**config.mk**
```make
export PLATFORM = sky130hd
export DESIGN_NAME = imem_port_arbiter
export DESIGN_NICKNAME = d
export VERILOG_FILES = /design/src/rtl/imem_port_arbiter.sv
export SDC_FILE = /design/constraint.sdc
export NUM_CORES = 1
export LEC_CHECK = 0
export ABC_AREA = 1
export BUFFER_PORTS_ARGS = -buffer_cell sky130_fd_sc_hd__buf_2
export CORE_AREA = 2 2 104 106
export DETAILED_ROUTE_END_ITERATION = 10
export DIE_AREA = 0 0 106 108
export SETUP_SLACK_MARGIN = 0.1
export SLEW_MARGIN = 20
export SYNTH_ARGS = -nofsm -noshare
export SYNTH_HDL_FRONTEND = slang
export SYNTH_SLANG_ARGS = --single-unit
```
**constraint.sdc**
```tcl
create_clock -name clk -period 4.1 [get_ports clk]
set_input_delay 0.41 -clock clk [delete_from_list [all_inputs] [get_ports clk]]
set_output_delay 0.41 -clock clk [all_outputs]
set_load 0.02 [all_outputs]
```
**src/rtl/imem_port_arbiter.sv**
```systemverilog
// rtl/imem_port_arbiter.sv - per-cycle arbiter sharing one instruction memory port between fetch and loader
// Tracks in-flight reads in a MEM_LAT-deep {valid, owner} pipe so each response returns to its issuer.
module imem_port_arbiter #(
  parameter int AW          = 32,
  parameter int DW          = 32,
  parameter int MEM_LAT     = 1,
  parameter int LOADER_PRIO = 1,
  parameter int STARVE_MAX  = 4
) (
  input  logic          clk,
  input  logic          rst,
  input  logic          f_req,
  input  logic [AW-1:0] f_addr,
  output logic          f_gnt,
  output logic          f_rvalid,
  output logic [DW-1:0] f_rdata,
  input  logic          l_req,
  input  logic          l_we,
  input  logic [AW-1:0] l_addr,
  input  logic [DW-1:0] l_wdata,
  output logic          l_gnt,
  output logic          l_rvalid,
  output logic [DW-1:0] l_rdata,
  output logic          m_req,
  output logic          m_we,
  output logic [AW-1:0] m_addr,
  output logic [DW-1:0] m_wdata,
  input  logic [DW-1:0] m_rdata,
  output logic          busy
);

  localparam int CW = 4;

  logic [CW-1:0]      starve_q, starve_d;
  logic               rr_fetch_q, rr_fetch_d;
  logic [MEM_LAT-1:0] vld_q, vld_d;
  logic [MEM_LAT-1:0] own_q, own_d;
  logic               fetch_wins;

  always_ff @(posedge clk or posedge rst) begin
    if (rst) begin
      starve_q   <= '0;
      rr_fetch_q <= 1'b1;
      vld_q      <= '0;
      own_q      <= '0;
    end else begin
      starve_q   <= starve_d;
      rr_fetch_q <= rr_fetch_d;
      vld_q      <= vld_d;
      own_q      <= own_d;
    end
  end

  always_comb begin
    fetch_wins = f_req;
    if (f_req && l_req) begin
      if (LOADER_PRIO != 0) fetch_wins = (starve_q == CW'(STARVE_MAX));
      else                  fetch_wins = rr_fetch_q;
    end

    f_gnt   = ~rst & f_req & fetch_wins;
    l_gnt   = ~rst & l_req & ~fetch_wins;
    m_req   = f_gnt | l_gnt;
    m_we    = l_gnt & l_we;
    m_addr  = f_gnt ? f_addr : (l_gnt ? l_addr : '0);
    m_wdata = l_gnt ? l_wdata : '0;

    starve_d = '0;
    if (f_req && !f_gnt)
      starve_d = (starve_q == CW'(STARVE_MAX)) ? starve_q : starve_q + 1'b1;

    // Pointer only moves when someone is actually granted.
    rr_fetch_d = rr_fetch_q;
    if (f_gnt)      rr_fetch_d = 1'b0;
    else if (l_gnt) rr_fetch_d = 1'b1;

    vld_d    = '0;
    own_d    = '0;
    vld_d[0] = m_req & ~m_we;
    own_d[0] = l_gnt;
    for (int i = 1; i < MEM_LAT; i++) begin
      vld_d[i] = vld_q[i-1];
      own_d[i] = own_q[i-1];
    end

    f_rvalid = vld_q[MEM_LAT-1] & ~own_q[MEM_LAT-1];
    l_rvalid = vld_q[MEM_LAT-1] &  own_q[MEM_LAT-1];
    f_rdata  = f_rvalid ? m_rdata : '0;
    l_rdata  = l_rvalid ? m_rdata : '0;
    busy     = |vld_q;
  end

endmodule

```
# Yosys cells after proc, flatten, opt, wreduce, memory -nomap -nowiden
# Cells that the tools add are included.
dict set report totals {
  regBits 6
  input_bits 133
}
dict set report classes {
  reduce_logical 3
  add_sub_neg 1
  bitwise_logic 13
  n_eq_ne 2
  mux 8
}
# op count
set ops {}
lappend ops {{32-bit two-way mux} 5}
lappend ops {{1-bit bitwise AND} 8}
lappend ops {{4-bit two-way mux} 2}
lappend ops {{4-bit by 1-bit adder with 4-bit output (second input constant)} 1}
lappend ops {{4-bit by 3-bit == test with 1-bit output (second input constant)} 1}
lappend ops {{1-bit inverter} 4}
lappend ops {{1-bit logical AND} 2}
lappend ops {{2-bit inequality test (second input constant)} 1}
lappend ops {{1-bit zero test} 1}
lappend ops {{1-bit two-way mux} 1}
lappend ops {{1-bit bitwise OR} 1}

# Logic depth before layout (Yosys ltp)
# Gate-level depths: netlist of run 1.
dict set report depth {
  depth_word 7
  depth_mapped 9
  ltp_nobuf 8
}

# Worst setup path after synthesis of run 1
# No wires, ideal clock.
dict set report synth_timing {
  path_type {reg2out}
  startpoint {register vld_q (netlist: busy)}
  endpoint {output f_rdata[10]}
  required_time_ns 3.690
  slack_ns 2.195
  stages_incl_launch_ff 6
  t_arrival_ns 1.495
  cell_sequence {dfrtp_1 -> inv_1 -> nor2_1 -> inv_1 -> clkbuf_1 -> nor2_1}
}
dict set report synth_via {
  elab_chain_cells 2
}
# item line_no
set synth_lines {}
lappend synth_lines {{from (decl)} 36} ;# logic [MEM_LAT-1:0] vld_q, vld_d;
lappend synth_lines {{from (signal assigned)} 49} ;# vld_q <= vld_d;
lappend synth_lines {{1-bit bitwise AND} 86} ;# f_rvalid = vld_q[MEM_LAT-1] & ~own_q[MEM_LAT-1];
lappend synth_lines {{net f_rvalid} 15} ;# output logic f_rvalid,
lappend synth_lines {{32-bit two-way mux} 88} ;# f_rdata = f_rvalid ? m_rdata : '0;
lappend synth_lines {{to (decl)} 16} ;# output logic [DW-1:0] f_rdata,
# The timed path passes the listed nets, and every way through them passes these cells.

# Worst setup path in the final report of run 1
dict set report layout_timing {
  startpoint {register starve_q[0]}
  endpoint {output l_gnt}
}
dict set report layout_via {
  elab_chain_cells 4
}
# item line_no
set layout_lines {}
lappend layout_lines {{from (decl)} 34} ;# logic [CW-1:0] starve_q, starve_d;
lappend layout_lines {{from (signal assigned)} 47} ;# starve_q <= starve_d;
lappend layout_lines {{4-bit by 3-bit == test with 1-bit output} 57} ;# if (LOADER_PRIO != 0) fetch_wins = (starve_q == CW'(STARVE_MAX));
lappend layout_lines {{1-bit two-way mux} 56} ;# if (f_req && l_req) begin
lappend layout_lines {{1-bit inverter} 62} ;# l_gnt = ~rst & l_req & ~fetch_wins;
lappend layout_lines {{1-bit bitwise AND} 62}
lappend layout_lines {{to (decl)} 21} ;# output logic l_gnt,
# No other way between the ends.

==> results of run 1 <==
[cell usage after synthesis (all sizes together)]
library cell and count:
inv 79, nor2 105, a21oi 1, nand4 1, clkbuf 6, ha 2
buf 15, xor2 2, nand3 67, o21a 1, dfrtp 6, nand2 45
o21ai 1
[cell families (layout without fill, tap and decap cells)]
logic type	Yosys count	count (layout)
AND/OR/NAND/NOR	218	218
buffers and inverters	100	350
flip-flops	6	6
AO/OA/AOI/OAI	3	3
adder cells (fa/ha/maj)	2	2
XOR/XNOR	2	2
[worst reg2reg max path: stages, from the launching register on]
cell and delay, ps:
dfrtp_1 400, inv_1 70, ha_1 190, nand3_2 120
nand2_2 110, nand2_4 220, nand2_4 440, inv_1 170
[power by group through the flow]
stage               Sequential [mW]  Combinational [mW]  Clock (mW)
finish                       0.0711               0.329      0.0867
global route                 0.0719               0.365      0.0962
CTS                          0.0711               0.333      0.0908
detailed placement           0.0717               0.331           0
global placement             0.0717               0.332           0
floorplan                    0.0716               0.203           0
[path summary, 6_finish.rpt]
path	slack [ps]	end	start
setup reg to reg	2220	own_q	starve_q[0]
hold / removal	340	starve_q[3]	rst
hold reg to reg	590	starve_q[3]	starve_q[3]
max in group asynchronous	3320	busy	rst
setup / recovery	1550	l_gnt	starve_q[0]
min in group clk	530	busy	l_we
[cell usage in the layout, fill, tap and decap left out, drive strengths merged, types with 2 or more instances in the layout]
cell type and count:
nor2 105, xor2 2, nand2 45, nand3 67
ha 2, clkbuf 3, dfrtp 6, inv 79
buf 268
[state kept, by name, indices dropped and copies added (netlist names)]
| signal | flops |
|---|---|
| busy | 1 |
| starve_q | 4 |
| own_q | 1 |
[layer usage]
layer  wire (µm)  global-route usage [%]  vias to the layer above
met3         805                    3.25                        4
met2        4260                    26.4                      170
met1        2870                    13.3                     1176
met5           0                       0                        -
li1            -                       -                     1466
met4          83                    2.73                        0
[area by class of cell]
| class | instances | area [µm²] |
|---|---|---|
| fill | 1238 | 7160 |
| multi-input combinational | 225 | 1060 |
| tap | 136 | 170 |
| sequential | 6 | 150 |
| inverter | 79 | 297 |
| timing repair buffer | 268 | 1340 |
| clock buffer | 3 | 41.3 |
[through the flow]
| stage | setup slack [ps] | cell area [µm²] | total power, mW | util, % |
|---|---|---|---|---|
| after global placement | 1730 | 3030 | 0.403 | 29.6 |
| after detailed placement | 1730 | 3030 | 0.403 | 29.6 |
| after floorplan | 2190 | 1670 | 0.274 | - |
| after global routing | 1320 | 3070 | 0.533 | 30.0 |
| final | 1550 | 3070 | 0.487 | 30.0 |
| after CTS | 1480 | 3070 | 0.495 | 30.0 |
==> results.md, run 1 <==
- Critical Path RT: ~3700 ps
- Hold Vio Cnt, Final: 0
- Pint: ~0.25 mW
- Worst-margin pin slew: between 1000 and 1500 ps
- Fraction of layout cells with a size suffix above 1: between 50% and 60%
- TritonRoute pass-1 iters: 4
- Via density: 3.93
- Fin Setup TNS: 0 ps
- Chip width: between 100 and 150 µm
- Synth Area in Simple Gates: slightly above 60%
- Global route overflow: 0
- Status: completed
- Sw Ratio: between 40% and 50%
- Top post-synthesis cells by area: nand3_1 20%, nor2_1 18%, inv_1 18%
- Chip height: around 110 µm
- PwrDens: 159 nW/µm²
- # diodes: 0
- First-pass GRT wire length: roughly 12000 µm
- Critical path type: reg2out
- Setup crit end kind: output pin
- RSZ-0062 raised after global routing: no
- CTS tree: done
- Yosys top cell area share: 19.8%
- IO Count: roughly 270
- Reg2reg path depth: 7
- Maximum VDD drop: ~83 µV
- Leak Pwr: between 2 and 2.5 nW
- Pin count of the biggest net entering global routing: between 40 and 50
- Area Overhead vs Synth: 84.1%
- CP max stage delay: ~440 ps
- Crit path max-delay family: simple AND/OR/NAND/NOR gates
- Hold_buf cts: 0
- Mapped Nets: 466
- Max FO, Critical Path: 33
- Clk Latency, worst-skew pair: approximately 220 ps
- Clock network power share: 17.8%
- # DRC: 0
- Cell Chain, Critical Path: inv_1 -> ha_1 -> nand3_2 -> nand2_2 -> nand2_4 -> nand2_4 -> inv_1 -> buf_2
- # nets final: a little over 700
- Die area: ~11000 µm²
- Post-Syn Instances: between 300 and 400
- Netlist Area Pre-Place: between 1500 and 2000 µm²
- Mux cell area share after synthesis: 0%
- Startpoint Class: flip-flop
- GRT Total Usage: roughly an eighth
- Gate power share: 67.6%
- Share of power burned in registers: 14.6%
- YS warnings: 0
- Combinational family with the most area after synthesis: simple AND/OR/NAND/NOR gates
- Arrival time at the worst endpoint: roughly 2100 ps
- Setup violations, final: 0
- Post-synthesis sequential area ratio: a little under a tenth
- Wire length per cell: ~11 µm
- Clock transition at path regs: 30 ps
- # H-tree levels: 1
- CTS root buffer: clkbuf_8
- Routability congestion estimate: slightly above 0.8
- Sw Pwr: between 0.2 and 0.25 mW
- Worst path bufs/invs: 3
- Postcts setup bufs: 0
- Flops & latches, synth: 6
- Core area: slightly above 10000 µm²
- Post-Synth XOR/XNOR Area: approximately 1.1%
- Clock skew: around 0.84 ps
- Vias in the first global route: 2550
- Max cap viols: 0
- Total CTS buffers: 3
- ANT nets after route: 0
- Clock sinks: 6
- Post-Layout Cell Count: roughly 720
- Vias: 2816
- CP max stage cell: nand2_4
- Final worst path period share: just over 60%
- F_max: between 0.3 and 0.4 GHz
- Initial antenna violation count: 0
- Synth cell types: 22
- Critical path depth: 8
- Post-synthesis compound-gate area fraction: 1.05%
- PortBufs: roughly 270
- HP Class: in2async
- Initial core utilization: 16.3%
- Relative slew slack: a little under a third
- Post-Place Cells: between 700 and 800
- Clock Path Buffers: 2
- DRT iter0 DRCs: around 160
- Minimum clock period: 2550 ps
- Synth Area in Adders: about 1.5%
- Syn avg cell area: 5.03 µm²
- Site Rows: 37
- WHS: approximately 340 ps
- Drt total wl: ~8000 µm
- Fin. max-slew vios: 0
- Cell taking the most area after synthesis: nand3_1
- Post-DP HPWL: roughly 7000 µm
- Post-CTS sizing: 0
No activity file was read; power rests on OpenSTA's default activity.
==> inputs of run 2 (changes only) <==
--- a/config.mk
+++ b/config.mk
@@ -5,11 +5,11 @@
 export SDC_FILE = /design/constraint.sdc
 export NUM_CORES = 1
 export LEC_CHECK = 0
-export ABC_AREA = 1
+export ABC_AREA = 0
 export BUFFER_PORTS_ARGS = -buffer_cell sky130_fd_sc_hd__buf_2
-export CORE_AREA = 2 2 104 106
+export CORE_AREA = 2 2 103 105
 export DETAILED_ROUTE_END_ITERATION = 10
-export DIE_AREA = 0 0 106 108
+export DIE_AREA = 0 0 105 107
 export SETUP_SLACK_MARGIN = 0.1
 export SLEW_MARGIN = 20
 export SYNTH_ARGS = -nofsm -noshare
==> constraint.sdc (replaced) <==
create_clock -name clk -period 2.7 [get_ports clk]
set_input_delay 0.27 -clock clk [delete_from_list [all_inputs] [get_ports clk]]
set_output_delay 0.27 -clock clk [all_outputs]
set_load 0.02 [all_outputs]
==> run 2 against run 1 <==
Combinational power is 42% higher. Non-clock buffer count is 5 higher. Register-to-register slack worse by 1100 ps. Clock-buffer cell count stayed put. Core utilization shrank 1.6 points. Sequential cell count did not move. Area after synthesis down 18%. Synthesized cell count decreased by 46%. Wire length fell by 1.7%. Total power up 44%. Global-route usage is 0.42 points lower. Worst setup slack worse by 1200 ps. Critical path type unchanged. Largest cell class unchanged.
==> results.md, run 2 <==
- Clock skew: 1.74 ps (+0.898 ps)
- Drt total wl: 7880 µm (-1.7%)
- Syn avg cell area: 7.58 µm² (+51%)
- Vias: 2367 (-16%)
- Total CTS buffers: 3 (unchanged)
- Post-DP HPWL: 6990 µm (+1.9%)
- # nets final: 574 (-20%)
- Fin. max-slew vios: 0 (unchanged)
- Minimum clock period: about 2400 ps
- Fin Setup TNS: 0 ps (unchanged)
- Arrival time at the worst endpoint: 2100 ps (-40 ps)
- HP Class: in2async
- Setup crit end kind: output pin
- Relative slew slack: 79.5% (+48 points)
- Post-CTS sizing: 0 (unchanged)
- Top post-synthesis cells by area: and2_1 30%, a22o_1 17%, and3_1 15%
- Max reg flops: 4 (unchanged)
- Netlist Area Pre-Place: 1370 µm² (-18%)
- Setup violations, final: 0 (unchanged)
- IO Count: 268 (unchanged)
- Clock sinks: 6 (unchanged)
- Worst slack, placed: 532 ps (-1190 ps)
- Synth cell types: 26 (+18%)
- Largest Register: starve_q
- Setup WS post-layout: 332 ps (-1210 ps)
- Clock transition at path regs: 40 ps (about the same)
- Critical Path RT: 2430 ps (-1260 ps)
- F_max: 0.422 GHz
- Yosys top cell area share: 30.2% (+10 points)
- Critical path type: reg2out
- Cell taking the most area after synthesis: and2_1
- Cell Chain, Critical Path: inv_1 -> ha_1 -> and3b_2 -> a21oi_4 -> buf_4 -> a22o_1 -> buf_2
- Most common cell in the netlist: and2_1
- Post-synthesis sequential area ratio: 11.0% (+2.0 points)
- # DRC: 0 (unchanged)
- Placed cell area: 2820 µm² (-6.7%)
- Commonest non-fill, non-tap cell in the layout: buf_2
- TritonRoute pass-1 iters: 4 (unchanged)
- Async S/R FF share, synth: 100% (unchanged)
- Post-Syn Instances: 180 (-46%)
- Ys flop type: dfrtp_1
- Flops & latches, synth: 6 (unchanged)
- Max FO, Critical Path: 32 (-3.0%)
- Max cap viols: 0 (unchanged)
- Initial core utilization: 13.5% (-2.8 points)
- Area Overhead vs Synth: 110%
- CP max stage cell: dfrtp_1
- R2r setup slk: 1130 ps (-1090 ps)
- CTS root buffer: clkbuf_8
- Clk Latency, worst-skew pair: 220 ps (about the same)
- Chip width: 105 µm (-0.94%)
- First-pass GRT wire length: 11400 µm (-4.8%)
- Postcts setup bufs: 0 (unchanged)
- Die area: 11200 µm² (-1.9%)
- Status: completed
- Maximum VDD drop: 95.8 µV (+15%)
- Fraction of layout cells with a size suffix above 1: 65.7% (+14 points)
- YS warnings: 0 (unchanged)
- Wire length per cell: 13.8 µm (+23%)
- Leak Pwr: 1.96 nW (-16%)
- DRT iter0 DRCs: 207 (+30%)
- RSZ-0062 raised after global routing: no
- Reg2reg path depth: 5 (-2)
- Startpoint Class: flip-flop
- Vias in the first global route: 2295 (-10%)
- R2r endpoint: own_q
- PwrDens: 245 nW/µm² (+55%)
- Post-route cell area: 2860 µm² (-6.7%)
- # diodes: 0 (unchanged)
- Final worst path period share: 87.7%
- Core area: 10100 µm² (-1.4%)
- GRT Total Usage: 12.6% (-0.42 points)
- CP max stage delay: 370 ps (-70 ps)
- CTS tree: done
- R2r startpoint: starve_q[0]
- PortBufs: 267 (unchanged)
- Site Rows: 37 (unchanged)
- Chip height: 107 µm (-0.93%)
- Post-synth EDFFs: 0 (unchanged)
- Worst-margin pin slew: 306 ps (-712 ps)
- ANT nets after route: 0 (unchanged)
- Synth top cells by count: 66 x and2_1, 32 x and3_1, 26 x a22o_1
- Clock Path Buffers: 2 (unchanged)
- Hold Vio Cnt, Final: 0 (unchanged)
- Initial antenna violation count: 0 (unchanged)
- Most frequent cells in the layout: 267 x buf_2, 66 x and2_1, 32 x and3_1, 26 x a22o_1
- Global route overflow: 0 (unchanged)
- Mapped Nets: 315 (-32%)
- Routability congestion estimate: 0.920 (+12%)
- Hold_buf cts: 0 (unchanged)
- # H-tree levels: 1 (unchanged)
- Layout Utilization: 28.4% (-1.6 points)
- Pin count of the biggest net entering global routing: 37 (-9.8%)
- Via density: 4.13 (+5.2%)
-- run 2: final cells by class --
cell class,instances,area (µm²)
Clock buffer,3,41.3
Fill cell,1127,7230
Tap cell,136,170
Multi-Input combinational cell,151,1090
Sequential cell,6,150
Inverter,4,15.0
Timing Repair Buffer,273,1390
-- run 2: metal layers --
| metal | up-vias | GRT usage [%] | wire, µm |
|---|---|---|---|
| met5 | - | 0 | 0 |
| met4 | 0 | 4.19 | 177 |
| met3 | 10 | 2.74 | 805 |
| met2 | 172 | 22.9 | 3840 |
| met1 | 1042 | 14.5 | 3060 |
| li1 | 1143 | - | - |
-- run 2: worst max path at each step --
stage | start | endpoint | slack (ps)
floorplan | starve_q[0] | m_addr[23] | 800
global placement | starve_q[0] | m_addr[24] | 610
detailed placement | starve_q[0] | m_addr[13] | 530
CTS | starve_q[0] | m_addr[13] | 280
global route | starve_q[0] | m_addr[13] | 190
finish | starve_q[0] | m_addr[14] | 330
-- run 2: critical path: cells and delay by family (launching register included) --
kind | cells | cell delay [ps]
buffers and inverters | 3 | 570
AOI/OAI and AO/OA | 2 | 400
DFF | 1 | 370
adders and majority gates | 1 | 270
and+or+nand+nor | 1 | 270
-- run 2: metrics by stage --
step | hold WS, ps | instances | power, mW
3_3_place_gp | 237 | 570 | 0.567
5_1_grt | 30.1 | 573 | 0.748
2_1_floorplan | 61.0 | 180 | 0.356
3_5_place_dp | 251 | 570 | 0.573
4_1_cts | 15.3 | 573 | 0.712
6_report | 7.35 | 573 | 0.702
-- run 2: cells by family (layout without fill, tap and decap cells) --
group                    count (synthesis)  in the layout  share of synthesized area [%]
multiplexers                             2              2                           1.47
flip-flops                               6              6                           11.0
adder cells (fa/ha/maj)                  2              2                           1.83
AO/OA/AOI/OAI                           37             37                           24.7
XOR/XNOR                                 2              2                           1.28
buffers and inverters                   23            280                           9.53
AND/OR/NAND/NOR                        108            108                           50.2
-- run 2: where the power goes --
group | internal [mW] | leakage (nW) | switching [mW]
sequential | 0.0964 | 0.0800 | 0.00504
clock | 0.0958 | 0.0216 | 0.0390
combinational | 0.197 | 1.86 | 0.269
total | 0.390 | 1.96 | 0.313
